File: config.mk
export PLATFORM = sky130hd
export DESIGN_NAME = serial_tx_arbiter
export DESIGN_NICKNAME = d
export VERILOG_FILES = /design/src/rtl/serial_pkg.sv /design/src/rtl/serial_rr_pick.sv /design/src/rtl/serial_tx_arbiter.sv
export SDC_FILE = /design/constraint.sdc
export NUM_CORES = 1
export LEC_CHECK = 0
export ABC_AREA = 0
export CAP_MARGIN = 20
export CELL_PAD_IN_SITES_DETAIL_PLACEMENT = 2
export CELL_PAD_IN_SITES_GLOBAL_PLACEMENT = 2
export CORE_MARGIN = 10
export CORE_UTILIZATION = 31
export CTS_CLUSTER_DIAMETER = 100
export CTS_CLUSTER_SIZE = 28
export DETAILED_ROUTE_END_ITERATION = 12
export PLACE_DENSITY_LB_ADDON = 0.1
export SYNTH_ARGS = -nofsm -noshare
export SYNTH_HDL_FRONTEND = slang
export SYNTH_SLANG_ARGS = --single-unit
export TNS_END_PERCENT = 20
File: constraint.sdc
create_clock -name i_clock -period 4.85 [get_ports i_clock]
set_input_delay 0.7275 -clock i_clock [delete_from_list [all_inputs] [get_ports i_clock]]
set_output_delay 0.7275 -clock i_clock [all_outputs]
set_load 0.01 [all_outputs]
File: src/rtl/serial_pkg.sv
// Shared definitions for the serial transmit arbiter: FSM state encoding,
// requester index width helper and the UART bit-rate prescale constant.
package serial_pkg;

  // Arbiter FSM states: waiting for a requester, or locked to one frame owner
  typedef enum logic {
    ST_IDLE = 1'b0,
    ST_LOCK = 1'b1
  } state_t;

  // System clock and baud rate that the shared uart_tx is configured for
  localparam int CLOCK_HZ      = 50_000_000;
  localparam int BAUD_RATE     = 9600;
  // uart_tx oversamples each bit 8 times
  localparam int UART_PRESCALE = CLOCK_HZ / (BAUD_RATE * 8);

  // Width of a requester index; never narrower than one bit
  function automatic int idx_width(input int n);
    return (n > 1) ? $clog2(n) : 1;
  endfunction

endpackage

File: src/rtl/serial_rr_pick.sv
// Rotating-priority picker: starting at ptr and wrapping around, selects the
// first requester whose valid bit is set. Purely combinational.
module serial_rr_pick
  import serial_pkg::*;
#(
  parameter int NUM_REQ = 4,
  parameter int IDX_W   = idx_width(NUM_REQ)
) (
  input  logic [NUM_REQ-1:0] valid,
  input  logic [IDX_W-1:0]   ptr,
  output logic [NUM_REQ-1:0] grant,
  output logic [IDX_W-1:0]   idx,
  output logic               any
);

  logic [IDX_W:0]   sum;
  logic [IDX_W-1:0] pos;

  // Scan ptr, ptr+1, ... modulo NUM_REQ and keep the first valid hit
  always_comb begin
    grant = '0;
    idx   = '0;
    any   = 1'b0;
    sum   = '0;
    pos   = '0;
    for (int i = 0; i < NUM_REQ; i++) begin
      sum = {1'b0, ptr} + (IDX_W + 1)'(i);
      if (sum >= (IDX_W + 1)'(NUM_REQ)) begin
        sum = sum - (IDX_W + 1)'(NUM_REQ);
      end
      pos = sum[IDX_W-1:0];
      if (!any && valid[pos]) begin
        any        = 1'b1;
        idx        = pos;
        grant[pos] = 1'b1;
      end
    end
  end

endmodule

File: src/rtl/serial_tx_arbiter.sv
// Frame-based round-robin arbiter that shares one uart_tx stream input among
// several byte producers. A grant is held for a whole frame (up to the byte
// flagged last) or until the owner stalls for too long without offering data.
module serial_tx_arbiter
  import serial_pkg::*;
#(
  parameter int NUM_REQ          = 4,
  parameter int SERIAL_DATA_SIZE = 8,
  parameter int TIMEOUT_CYCLES   = 1024,
  parameter int TIMEOUT_SIZE     = 16
) (
  input  logic                                i_clock,
  input  logic                                i_reset,
  input  logic [NUM_REQ*SERIAL_DATA_SIZE-1:0] i_req_data,
  input  logic [NUM_REQ-1:0]                  i_req_valid,
  input  logic [NUM_REQ-1:0]                  i_req_last,
  output logic [NUM_REQ-1:0]                  o_req_ready,
  output logic [SERIAL_DATA_SIZE-1:0]         o_tx_data,
  output logic                                o_tx_valid,
  input  logic                                i_tx_ready,
  output logic [NUM_REQ-1:0]                  o_grant,
  output logic                                o_busy,
  output logic                                o_timeout
);

  localparam int W     = SERIAL_DATA_SIZE;
  localparam int IDX_W = idx_width(NUM_REQ);
  localparam logic [IDX_W-1:0]        LAST_IDX     = IDX_W'(NUM_REQ - 1);
  localparam logic [TIMEOUT_SIZE-1:0] TIMEOUT_LAST = TIMEOUT_SIZE'(TIMEOUT_CYCLES - 1);

  state_t                  state;
  state_t                  state_next;
  logic [IDX_W-1:0]        rr_ptr;
  logic [IDX_W-1:0]        owner;
  logic [NUM_REQ-1:0]      owner_onehot;
  logic [TIMEOUT_SIZE-1:0] idle_cnt;

  logic [NUM_REQ-1:0]      pick_grant;
  logic [IDX_W-1:0]        pick_idx;
  logic                    pick_any;

  logic [W-1:0]            owner_data;
  logic                    owner_valid;
  logic                    owner_last;
  logic                    owner_ready;
  logic                    accept;
  logic                    timeout_hit;
  logic [IDX_W-1:0]        next_ptr;

  serial_rr_pick #(
    .NUM_REQ (NUM_REQ),
    .IDX_W   (IDX_W)
  ) u_pick (
    .valid (i_req_valid),
    .ptr   (rr_ptr),
    .grant (pick_grant),
    .idx   (pick_idx),
    .any   (pick_any)
  );

  // Route the current owner's byte, valid and last onto shared wires
  always_comb begin
    owner_data  = '0;
    owner_valid = 1'b0;
    owner_last  = 1'b0;
    for (int k = 0; k < NUM_REQ; k++) begin
      if (owner == IDX_W'(k)) begin
        owner_data  = i_req_data[k*W +: W];
        owner_valid = i_req_valid[k];
        owner_last  = i_req_last[k];
      end
    end
  end

  // Handshake, stall timeout and round-robin successor of the owner
  always_comb begin
    owner_ready = !o_tx_valid || i_tx_ready;
    accept      = (state == ST_LOCK) && owner_valid && owner_ready;
    timeout_hit = (TIMEOUT_CYCLES != 0) && (state == ST_LOCK) &&
                  !owner_valid && (idle_cnt == TIMEOUT_LAST);
    next_ptr    = (owner == LAST_IDX) ? '0 : owner + 1'b1;
  end

  // FSM state register
  always_ff @(posedge i_clock or negedge i_reset) begin
    if (!i_reset) begin
      state <= ST_IDLE;
    end else begin
      state <= state_next;
    end
  end

  // FSM next state: lock onto a picked requester, release on last byte or stall
  always_comb begin
    state_next = state;
    case (state)
      ST_IDLE: if (pick_any) state_next = ST_LOCK;
      ST_LOCK: if ((accept && owner_last) || timeout_hit) state_next = ST_IDLE;
      default: state_next = ST_IDLE;
    endcase
  end

  // FSM outputs: grant and ready only while locked, busy also covers a pending byte
  always_comb begin
    o_grant     = '0;
    o_req_ready = '0;
    o_busy      = o_tx_valid;
    if (state == ST_LOCK) begin
      o_grant = owner_onehot;
      o_busy  = 1'b1;
      if (owner_ready) begin
        o_req_ready = owner_onehot;
      end
    end
  end

  // Capture the chosen owner and advance the rotation pointer when a grant ends
  always_ff @(posedge i_clock or negedge i_reset) begin
    if (!i_reset) begin
      owner        <= '0;
      owner_onehot <= '0;
      rr_ptr       <= '0;
    end else begin
      if (state == ST_IDLE && pick_any) begin
        owner        <= pick_idx;
        owner_onehot <= pick_grant;
      end
      if (state == ST_LOCK && state_next == ST_IDLE) begin
        rr_ptr <= next_ptr;
      end
    end
  end

  // Count owner-idle cycles; backpressure holds the count, an accept clears it
  always_ff @(posedge i_clock or negedge i_reset) begin
    if (!i_reset) begin
      idle_cnt <= '0;
    end else if (state != ST_LOCK || accept || state_next == ST_IDLE) begin
      idle_cnt <= '0;
    end else if (!owner_valid) begin
      idle_cnt <= idle_cnt + 1'b1;
    end
  end

  // Single-entry output register toward uart_tx; drain and refill may coincide
  always_ff @(posedge i_clock or negedge i_reset) begin
    if (!i_reset) begin
      o_tx_valid <= 1'b0;
      o_tx_data  <= '0;
    end else if (accept) begin
      o_tx_valid <= 1'b1;
      o_tx_data  <= owner_data;
    end else if (i_tx_ready) begin
      o_tx_valid <= 1'b0;
    end
  end

  // One-cycle pulse marking a grant revoked by the stall timeout
  always_ff @(posedge i_clock or negedge i_reset) begin
    if (!i_reset) begin
      o_timeout <= 1'b0;
    end else begin
      o_timeout <= timeout_hit;
    end
  end

endmodule
=== After elaboration in Yosys (flattened, before gate mapping) ===
Cells that the tools add are included.

* Bits in registers: 35
* Input bits: 43
* Output and inout bits: 19
* Word-level logic and storage cells: 120

* Add/subtract/negate cells: 9
* $lt $le $gt $ge: 12
* Eq/ne operators: 5
* Mux-type cells: 56
* Bitwise gates (word level): 5
* Reductions and logical operators: 25

{| class="wikitable"
|+ Operators by type and width
! kind !! count
|-
| $mux W16 || 2
|-
| $mux W8 || 4
|-
| $mux W4 || 7
|-
| $mux W1 || 25
|-
| $mux W2 || 9
|-
| $add A16 B1 Y16 const B || 1
|-
| $eq A16 B10 Y1 const B || 1
|-
| $logic_and A1 B1 Y1 || 14
|-
| $lt A2 B3 Y1 const B || 4
|-
| $or A4 B4 Y4 || 3
|-
| $ge A3 B3 Y1 const B || 3
|-
| $bmux W1 S2 || 4
|-
| $demux W1 S2 || 4
|-
| $ge A2 B1 Y1 const B || 4
|-
| $sub A2 B1 Y2 const B || 4
|-
| $add A2 B2 Y3 const B || 2
|-
| $logic_not A1 Y1 || 5
|-
| $eq A2 B2 Y1 const B || 2
|-
| $logic_or A1 B1 Y1 || 4
|-
| $add A2 B1 Y3 const B || 1
|-
| $ge A2 B3 Y1 const B || 1
|-
| $add A2 B1 Y2 const B || 1
|-
| $eq A2 B1 Y1 const B || 1
|-
| $logic_not A2 Y1 || 1
|-
| other kinds (4) || 5
|}

=== Longest topological paths before layout ===
* Depth after elaboration: 19
* Gate-level depth with buffers: 10
* Mapped depth without buffers: 7

=== By module ===
A second synthesis with hierarchy kept.

* Cell total of the unflattened synthesis: 256
* Area, all modules: 2561.2 um^2

{| class="wikitable"
|+ By module, submodules not included
! module !! times used !! cells each !! area each (um^2)
|-
| serial_tx_arbiter || 1 || 211 || 2139.6
|-
| serial_rr_pick || 1 || 45 || 421.7
|}

=== Worst setup path after synthesis ===
OpenSTA, ideal clock, no wires.

* Path type: register to register
* From: register rr_ptr[0]
* To: register owner[0]
* Setup time: 0.065 ns
* Arrival: 2.543 ns
* Data required time: 4.785 ns
* Slack: 2.242 ns
* Cell stages (with the launch flop): 11
* Buffers on the path: 3
* Clock period less this slack: 2.608 ns
* Cells stage by stage: dfrtp_1 -> clkbuf_1 -> clkbuf_1 -> inv_1 -> ha_1 -> mux4_2 -> clkbuf_1 -> o21ai_0 -> o21ai_0 -> a221o_1 -> nand2_1

* Word-level cells in the longest chain between the ends: 15
* Elaborated cells between the ends (all ways): 38
* Classes of those cells: add/sub (7); order compare (4); mux (20); reduce/logical (7)

{| class="wikitable"
|+ Ends and longest elaborated chain
! item !! line !! source
|-
| start, declared || serial_tx_arbiter.sv:33 || <nowiki>logic [IDX_W-1:0] rr_ptr;</nowiki>
|-
| start signal, assigned || serial_tx_arbiter.sv:129 || <nowiki>rr_ptr <= next_ptr;</nowiki>
|-
| branches (longest 15 deep; another with $add A2 B1 Y3) || n/a ||
|-
| end signal, assigned || serial_tx_arbiter.sv:125 || <nowiki>owner <= pick_idx;</nowiki>
|-
| end, declared || serial_tx_arbiter.sv:34 || <nowiki>logic [IDX_W-1:0] owner;</nowiki>
|}

Several ways; the timed one is not identified. The select of a mux whose other input is x is not followed.
A chain may end at the register's enable or synchronous reset.

=== Worst setup path after layout ===
* From: input port i_tx_ready
* To: output port o_req_ready[1]

* Word-level cells in the longest chain between the ends: 3

{| class="wikitable"
|+ Ends and longest elaborated chain
! item !! line !! source
|-
| start, declared || serial_tx_arbiter.sv:20 || <nowiki>input logic i_tx_ready,</nowiki>
|-
| $logic_or A1 B1 Y1 || serial_tx_arbiter.sv:77 || <nowiki>owner_ready = !o_tx_valid || i_tx_ready;</nowiki>
|-
| $mux W4 || serial_tx_arbiter.sv:111 || <nowiki>if (owner_ready) begin</nowiki>
|-
| $mux W4 || serial_tx_arbiter.sv:108 || <nowiki>if (state == ST_LOCK) begin</nowiki>
|-
| end, declared || serial_tx_arbiter.sv:17 || <nowiki>output logic [NUM_REQ-1:0] o_req_ready,</nowiki>
|}

Every way passes these cells.

==> flow_summary.yaml <==
status:
  status: "completed"
timing:
  max_freq_ghz: 0.3419
  timing.final.ws_setup_ns: 1.925
  finalMaxSlewViolations: 0
  period_needed_ns: 2.925
  timing.slew.headroom_pct: 46.29
  finClkSkew_ns: 0.006496
  rsz0062_at_grt: "no"
  finalHoldViolations: 0
  fin_crit_sh_pct: 60.30
  fin_tns_setup_ns: 0
  hold_ws_ns: 0.4849
  worstMarginPinSlew_ns: 0.8057
  setup_viol: 0
logic_synthesis:
  yosysWarnings: 0
  synthesis.nets: 341
  yosysUniqueCellTypes: 48
  avgSynthCellArea_sq_um: 8.741
  synth-edff-count: 0
  ys_ff_latch: 35
  synthCells: 285
  async_flop_share_pct: 100.0
  synthFlopType: "dfrtp_1"
  ys_seq_area_share_pct: 35.16
  synthesis.area_sq_um: 2491
setup_path:
  cp_slowest_stage_delay_ns: 0.57
  start_kind: "input port"
  regToRegStartpoint: "owner[0]"
  critPathKind: "in2out"
  cp.arrival_ns: 2.20
  cp_common_cell: "clkdlybuf4s50_1"
  crit_fanout: 6
  path_cells: "clkdlybuf4s50_1 -> nand2b_1 -> and3_1 -> clkdlybuf4s50_1"
  required_ns: 4.12
  critical_path.startpoint: "i_tx_ready"
  cp-end-kind: "primary output"
  cp_slowest_cell: "clkdlybuf4s50_1"
clock_network:
  cts_buffers: 5
  clkSlewWorstSetupHoldPaths_ns: 0.07
  clock_sinks: 35
  h-tree-depth: 2
  worstSkewPairLatency_ns: 0.29
  cts_hold_buf: 0
  post_cts_resized: 0
  clockBufferDepth: 2
  root_buffer: "clkbuf_8"
  tritoncts: "built"
  postCtsSetupRepairBufs: 0
floorplan:
  die_h_microns: 109.6
  ioPinCount: 62
  die_w_microns: 109.6
  die_area_sq_um: 12020
  initial_core_util_pct: 32.07
  core_area_sq_um: 7767
  fp-row-count: 32
drt:
  drc: 0
  num_vias: 2262
  drt_iter0_drc: 58
  postRouteWirelength_microns: 7861
  drt_first_pass_iters: 4
  viasPerCell: 5.164
  final_antenna_net_count: 0
  wl_per_cell_microns: 17.95
placed_design:
  dp.cells: 430
  dp_hpwl_microns: 6031
  place_area_sq_um: 3158
  port_buffers: 61
  pre_cts_ws_ns: 1.652
  gp_congestion: 0.7696
global_route:
  grt_pass1_wl_microns: 13010
  antenna_found_initial: 0
  grt_busiest_layer: "met2"
  grt_overflow: 0
  grt_util_met2_pct: 25.81
  met3_usage_pct: 2.341
  track_usage_pct: 13.54
  grt_pass1_vias: 2484
  use_met1_pct: 15.32
  grt_max_degree: 36
layout:
  fin_nets: 391
  seqCellArea_sq_um: 875.8
  finish.utilization_pct: 41.95
  stdcell_area_sq_um: 3258
  diodes: 0
  n_fill_cell: 890
  synthToLayoutAreaGrowth_pct: 30.79
  stdcell_count: 438
  drive_above_1_share_pct: 8.333
  multi_input_area_sq_um: 1500
pwr:
  power_density_nw_per_um2: 526.6
  total_power_mw: 1.716
  p_leak_nw: 1.331
  max-vdd-ir-drop_mv: 0.2467
job:
  maxCapViolCount: 0
min_path:
  hp-class: "reg2reg"
  min_from: "o_tx_data[0]"
cells in the mapped netlist, types with 3 or more instances:
library cell   n  share of area (%)
a21oi_1       20                4.0
a221oi_1       7                2.5
a22oi_1        5                1.5
and2_1         5                1.3
and3_1         4                1.0
clkbuf_1      17                2.6
dfrtp_1       35                 35
ha_1          13                6.5
inv_1          9                1.4
mux2i_1        7                2.8
nand2_1       29                4.4
nand3_1        5                1.0
nand3b_1       6                1.8
nor2_1        21                3.2
nor2b_1       11                2.8
nor3_1         8                1.6
nor3b_1        3               0.90
nor4_1         3               0.75
o21ai_0       22                4.4
or3_1          3               0.75
or3b_2         4                1.4
xnor2_1       10                3.5
path summary, 6_finish.rpt:
kind	cells after the start	slack, ns	to
min reg2reg	2	0.48	o_tx_data[0]
max reg2reg	7	1.99	idle_cnt[5]
min in group asynchronous	1	0.53	idle_cnt[14]
min	2	0.48	o_tx_data[0]
max in group asynchronous	1	3.81	idle_cnt[7]
max	4	1.93	o_req_ready[1]
critical path, delay by kind of cell:
| family | cells | cell delay, ns |
|---|---|---|
| buffers and inverters | 2 | 1.04 |
| and+or+nand+nor | 2 | 0.43 |
cell usage in the layout (no fill, tap or decap), types with 5 or more instances in the layout:
cell type	instances
nor2b_1	11
inv_1	9
nor3_1	8
nor2_1	21
nand2_1	29
and2_1	5
nand3_1	5
a22oi_1	5
a21oi_1	20
o21ai_0	22
nand3b_1	6
ha_1	13
clkdlybuf4s50_1	60
xnor2_1	10
mux2i_1	7
a221oi_1	7
dfrtp_1	35
clkbuf_8	7
area by class of cell:
type                            instances  area share, %
Sequential cell                        35          26.88
Inverter                                9          1.037
Tap cell                              102          3.917
Clock buffer                            8          3.072
Timing Repair Buffer                   63          19.05
Multi-Input combinational cell        221          46.04
per-layer routing:
metal | part of all wire, % | up-vias
met1 | 41 | 1124
met5 | 0 | -
met2 | 55 | 26
met4 | 0.67 | 0
li1 | - | 1108
met3 | 2.9 | 4
sequential cells by signal (all words and copies together), names as in the netlist:
| register | cells |
|---|---|
| state | 1 |
| owner | 2 |
| idle_cnt | 16 |
| o_tx_valid | 1 |
| o_timeout | 1 |
| owner_onehot | 4 |
| rr_ptr | 2 |
| o_tx_data | 8 |
kinds of logic after synthesis:
group | count (synthesis) | share of synthesized area [%]
XOR/XNOR | 12 | 4.219
multiplexers | 11 | 5.826
AO/OA/AOI/OAI | 70 | 17.83
AND/OR/NAND/NOR | 115 | 25.82
buffers and inverters | 29 | 4.621
flip-flops | 35 | 35.16
adder cells (fa/ha/maj) | 13 | 6.530
where the power goes:
part           internal (mW)  total (mW)  switching [mW]
combinational          0.461       0.998           0.537
sequential             0.370       0.483           0.112
clock                  0.130       0.235           0.106
Power figures use the tool's default switching activity.
